## config.mk

```make
export PLATFORM = sky130hd
export DESIGN_NAME = macu_seq
export DESIGN_NICKNAME = d
export VERILOG_FILES = /design/src/rtl/macu_seq_pkg.sv /design/src/rtl/macu_seq_sat_clip.sv /design/src/rtl/macu_seq.sv
export SDC_FILE = /design/constraint.sdc
export NUM_CORES = 1
export LEC_CHECK = 0
export CAP_MARGIN = 20
export CORE_MARGIN = 10
export CORE_UTILIZATION = 43
export CTS_CLUSTER_SIZE = 30
export DETAILED_ROUTE_END_ITERATION = 12
export GPL_TIMING_DRIVEN = 0
export PLACE_DENSITY_LB_ADDON = 0.05
export SLEW_MARGIN = 20
export SYNTH_ARGS = -nofsm -noshare
export SYNTH_HDL_FRONTEND = slang
export SYNTH_SLANG_ARGS = --single-unit
```

## constraint.sdc

```tcl
create_clock -name clk -period 2.5 [get_ports clk]
set_input_delay 0.5 -clock clk [delete_from_list [all_inputs] [get_ports clk]]
set_output_delay 0.5 -clock clk [all_outputs]
set_load 0.005 [all_outputs]
```

## src/rtl/macu_seq_pkg.sv

```systemverilog
// Shared definitions for the macu sequencer: FSM state encoding and default sizing.
package macu_seq_pkg;

  typedef enum logic [1:0] {
    IDLE  = 2'd0,
    ISSUE = 2'd1,
    WAIT  = 2'd2,
    DONE  = 2'd3
  } state_t;

  localparam int DEF_DW      = 8;
  localparam int DEF_CW      = 16;
  localparam int DEF_LW      = 8;
  localparam int DEF_MAC_LAT = 1;

endpackage

```

## src/rtl/macu_seq_sat_clip.sv

```systemverilog
// Clips a (CW+1)-bit unsigned macu sum to CW bits; ovf flags that the top bit was set.
module macu_seq_sat_clip #(
  parameter int CW = 16
) (
  input  logic [CW:0]   din,
  output logic [CW-1:0] dout,
  output logic          ovf
);

  assign ovf  = din[CW];
  assign dout = din[CW] ? {CW{1'b1}} : din[CW-1:0];

endmodule

```

## src/rtl/macu_seq.sv

```systemverilog
// Dot-product sequencer: streams operand pairs into one macu, feeds each partial sum
// back on ci, and returns the clipped accumulator over a valid/ready result port.
module macu_seq
  import macu_seq_pkg::*;
#(
  parameter int DW      = DEF_DW,
  parameter int CW      = DEF_CW,
  parameter int LW      = DEF_LW,
  parameter int MAC_LAT = DEF_MAC_LAT
) (
  input  logic          clk,
  input  logic          rst,
  input  logic          start,
  input  logic [LW-1:0] len,
  input  logic [CW-1:0] bias,
  output logic          busy,
  input  logic          in_valid,
  output logic          in_ready,
  input  logic [DW-1:0] in_x,
  input  logic [DW-1:0] in_w,
  output logic [DW-1:0] mac_xi,
  output logic [DW-1:0] mac_wi,
  output logic [CW-1:0] mac_ci,
  input  logic [CW:0]   mac_co,
  output logic          res_valid,
  input  logic          res_ready,
  output logic [CW-1:0] res_data,
  output logic          res_sat
);

  localparam int CNTW = (MAC_LAT < 1) ? 1 : $clog2(MAC_LAT + 1);

  state_t          state;
  logic [CW-1:0]   acc;
  logic [LW-1:0]   rem;
  logic [CNTW-1:0] cnt;
  logic [CW-1:0]   clip_data;
  logic            clip_ovf;

  macu_seq_sat_clip #(.CW(CW)) u_clip (
    .din  (mac_co),
    .dout (clip_data),
    .ovf  (clip_ovf)
  );

  // Handshake flags decode straight from the registered state.
  assign busy      = (state != IDLE);
  assign in_ready  = (state == ISSUE);
  assign res_valid = (state == DONE);
  assign res_data  = acc;

  // Job sequencing FSM with its counters, operand and accumulator registers.
  always_ff @(posedge clk or posedge rst) begin
    if (rst) begin
      state   <= IDLE;
      acc     <= {CW{1'b0}};
      rem     <= {LW{1'b0}};
      cnt     <= {CNTW{1'b0}};
      mac_xi  <= {DW{1'b0}};
      mac_wi  <= {DW{1'b0}};
      mac_ci  <= {CW{1'b0}};
      res_sat <= 1'b0;
    end else begin
      case (state)
        IDLE: begin
          if (start) begin
            acc     <= bias;
            rem     <= len;
            res_sat <= 1'b0;
            state   <= (len == {LW{1'b0}}) ? DONE : ISSUE;
          end
        end
        ISSUE: begin
          if (in_valid) begin
            mac_xi <= in_x;
            mac_wi <= in_w;
            mac_ci <= acc;
            cnt    <= CNTW'(MAC_LAT);
            state  <= WAIT;
          end
        end
        WAIT: begin
          // cnt reaches zero exactly when macu has presented co for the last issue
          if (cnt != {CNTW{1'b0}}) begin
            cnt <= cnt - CNTW'(1);
          end else begin
            acc     <= clip_data;
            res_sat <= res_sat | clip_ovf;
            rem     <= rem - LW'(1);
            state   <= (rem == LW'(1)) ? DONE : ISSUE;
          end
        end
        DONE: begin
          if (res_ready) begin
            state <= IDLE;
          end
        end
        default: begin
          state <= IDLE;
        end
      endcase
    end
  end

endmodule

```

==> impl_metrics.py <==
metrics = {
    "synth": {
        "synth_area_per_cell_sq_um": 10.8,
        "syn-cell-area_sq_mm": 0.00287,
        "yosys_most_used_dff": "dfrtp_1",
        "synth_xor_area_share_pct": 0,
        "yosysSeqAreaShare_pct": 52.3,
        "ys_types": 33,
        "ys_ff_latch": 60,
        "synthArstFlopShare_pct": 100,
        "synth-compound-area-share_pct": 12.2,
        "synth-edff-count": 0,
        "synth_top_family_by_area": "multiplexers",
        "synthAdderAreaFrac_pct": 0.872,
        "synthSimpleGateAreaFrac_pct": 13.4,
        "synth_fp_nets": 331,
        "synth_warnings": 0,
        "yosys-mux-area-fraction_pct": 16.3,
        "syn_inst": 267,
    },
    "clock_tree": {
        "cts_buffer_depth": 2,
        "cts_buffers": 9,
        "cts_resized": 0,
        "clk_latency_ps": 330,
        "cts_tree": "built",
        "path_clk_slew_ps": 70,
        "cts_max_level": 3,
        "cts.sinks": 60,
        "cts_setup_buffers": 0,
        "cts_hold_buf": 0,
        "root_buffer": "clkbuf_8",
    },
    "place": {
        "io_buffers": 112,
        "place.gp.congestion": 0.833,
        "placedCellCount": 457,
        "dp_hpwl_um": 5990,
        "place_area_sq_mm": 0.00411,
    },
    "critical_path": {
        "critPathCaptureType": "output port",
        "path_class": "flop to output port",
        "path_depth": 4,
        "r2r_cells": 5,
        "cp_max_fo": 10,
        "max_stage_delay_ps": 500,
        "cp_num_buf_inv": 3,
        "arrival_ps": 1840,
        "crit_path_frequent_cell": "buf_2",
        "crit_slowest_cell": "clkdlybuf4s50_1",
        "cp_data_required_time_ps": 2000,
        "crit_chain": "buf_2 -> buf_2 -> and2_1 -> clkdlybuf4s50_1",
        "cp-start-kind": "flop",
        "critPathTopFamily": "buffers and inverters",
    },
    "floorplan": {
        "fp.coreArea_sq_mm": 0.00642,
        "die_w_um": 102,
        "die-area_sq_mm": 0.0103,
        "initial_core_util_pct": 44.7,
        "io_pins": 114,
        "row_count": 29,
        "die_height_um": 102,
    },
    "power_and_ir_drop": {
        "ir_drop_mv": 0.686,
        "powerDensity_mw_per_mm2": 1200,
        "cellLeakagePower_nw": 1.94,
    },
    "drt": {
        "drcViolationCount": 0,
        "wirelength_um": 7900,
        "firstDrtPassIters": 6,
        "via_per_inst": 5.02,
        "wl_per_cell_um": 16.7,
        "drtAntennaViolNets": 0,
        "drt_iter0_drc": 59,
        "vias": 2373,
    },
    "sta": {
        "finalSetupViolCount": 0,
        "report.final.slew_viol_count": 0,
        "fin_crit_sh_pct": 93.6,
        "period_needed_ps": 2340,
        "rsz0062_at_grt": "false",
        "worst_pin_slew_ps": 541,
        "slew_headroom_pct": 63.9,
        "finalSetupTns_ps": 0,
        "holdWs_ps": 490,
        "finClkSkew_ps": 6.11,
        "hold_viol": 0,
        "timing.fmax_mhz": 427,
    },
    "min_path": {
        "whs_path_depth": 2,
        "hp-class": "flop to flop",
    },
    "run_status": {
        "status": "completed",
    },
    "finish": {
        "area_delta_synth_final_pct": 49.8,
        "finalNetCount": 455,
        "diodes": 0,
        "drive_above_1_share_pct": 15.9,
        "design_area_sq_mm": 0.00430,
        "layout.cells.non_filler": 473,
        "fin_util_pct": 67.0,
    },
    "grt": {
        "grt_pass1_wl_um": 12600,
        "grt_max_degree": 33,
        "antenna_found_initial": 0,
        "track_usage_pct": 15.6,
        "grt_overflow": 0,
        "grt_pass1_vias": 2378,
    },
    "flow_run": {
        "cap_violations": 0,
    },
}
==> power by group <==
group / internal (W) / switching (W) / total [W]
Combinational: 0.00158 / 0.000987 / 0.00257
Sequential: 0.00146 / 0.000319 / 0.00178
Clock: 0.000440 / 0.000377 / 0.000816
Total: 0.00348 / 0.00168 / 0.00516
==> layer usage <==
metal  global-route usage, %  up-vias  routed length [um]
met2                    23.7       85                3570
li1                        -     1165                   -
met5                       0        -                   0
met1                    19.5     1114                3570
met3                    6.81        9                 680
met4                    4.62        0                  87
==> synthesized netlist by cell type (2+ instances only) <==
library cell / number / share of area, %
nor2_1: 45 / 5.9
o22a_1: 6 / 1.8
nand2b_1: 2 / 0.44
buf_6: 4 / 1.6
mux2_1: 3 / 1.2
inv_1: 8 / 1.0
o21ai_1: 16 / 2.8
nor2b_1: 4 / 0.87
nor3_1: 4 / 0.70
nand2_1: 25 / 3.3
and2_1: 2 / 0.44
a31oi_1: 3 / 0.65
dfrtp_1: 60 / 52
mux2_4: 29 / 15
clkbuf_1: 4 / 0.52
nor4_1: 2 / 0.44
a41oi_1: 2 / 0.61
ha_1: 2 / 0.87
buf_2: 8 / 1.4
a21oi_1: 25 / 4.4
==> path summary, 6_finish.rpt <==
path,startpoint,end,slack (ps)
setup reg to reg,state[1],res_data[15],950
setup / recovery,state[1],res_valid,160
hold / removal,cnt,cnt,490
min in group asynchronous,rst,mac_ci[14],510
hold reg to reg,cnt,cnt,490
max in group asynchronous,rst,mac_xi[1],1490
==> worst register-to-register path, cell delays in order (launching register included) <==
cell,delay [ps]
dfrtp_2,440
nor2b_1,160
o21bai_2,230
clkbuf_1,440
nand2_1,110
o21ai_1,90
==> state kept, by name (all words and copies together) (netlist names) <==
signal / flops
mac_wi: 8
res_sat: 1
rem: 8
res_data: 16
cnt: 1
state: 2
mac_ci: 16
mac_xi: 8
==> final cells by class <==
class | count | area, sq um
Buffer | 17 | 108
Clock buffer | 13 | 169
Clock inverter | 3 | 20.0
Fill cell | 511 | 2120
Inverter | 8 | 32.5
Multi-Input combinational cell | 182 | 1230
Sequential cell | 60 | 1500
Tap cell | 77 | 96.3
Timing Repair Buffer | 113 | 1140
==> logic make-up after synthesis <==
| group | after synthesis |
|---|---|
| buffers and inverters | 25 |
| adder cells (fa/ha/maj) | 2 |
| AO/OA/AOI/OAI | 59 |
| multiplexers | 32 |
| flip-flops | 60 |
| AND/OR/NAND/NOR | 89 |
==> layout by cell type (no fill, tap or decap), types with 6 or more instances in the layout <==
| cell type | n |
|---|---|
| o21ai_1 | 16 |
| mux2_4 | 29 |
| dfrtp_1 | 59 |
| inv_1 | 7 |
| o22a_1 | 6 |
| nor2_1 | 45 |
| nand2_1 | 25 |
| clkdlybuf4s50_1 | 112 |
| buf_2 | 8 |
| a21oi_1 | 25 |
| clkbuf_8 | 12 |
==> per-stage QoR <==
| step | total power (W) | setup slack [ps] |
|---|---|---|
| 6_report | 0.00516 | 159 |
| 5_1_grt | 0.00555 | 38.1 |
| 4_1_cts | 0.00523 | 92.2 |
| 3_5_place_dp | 0.00440 | 446 |
| 3_3_place_gp | 0.00433 | -656 |
| 2_1_floorplan | 0.00312 | 515 |
Power figures use the tool's default switching activity.
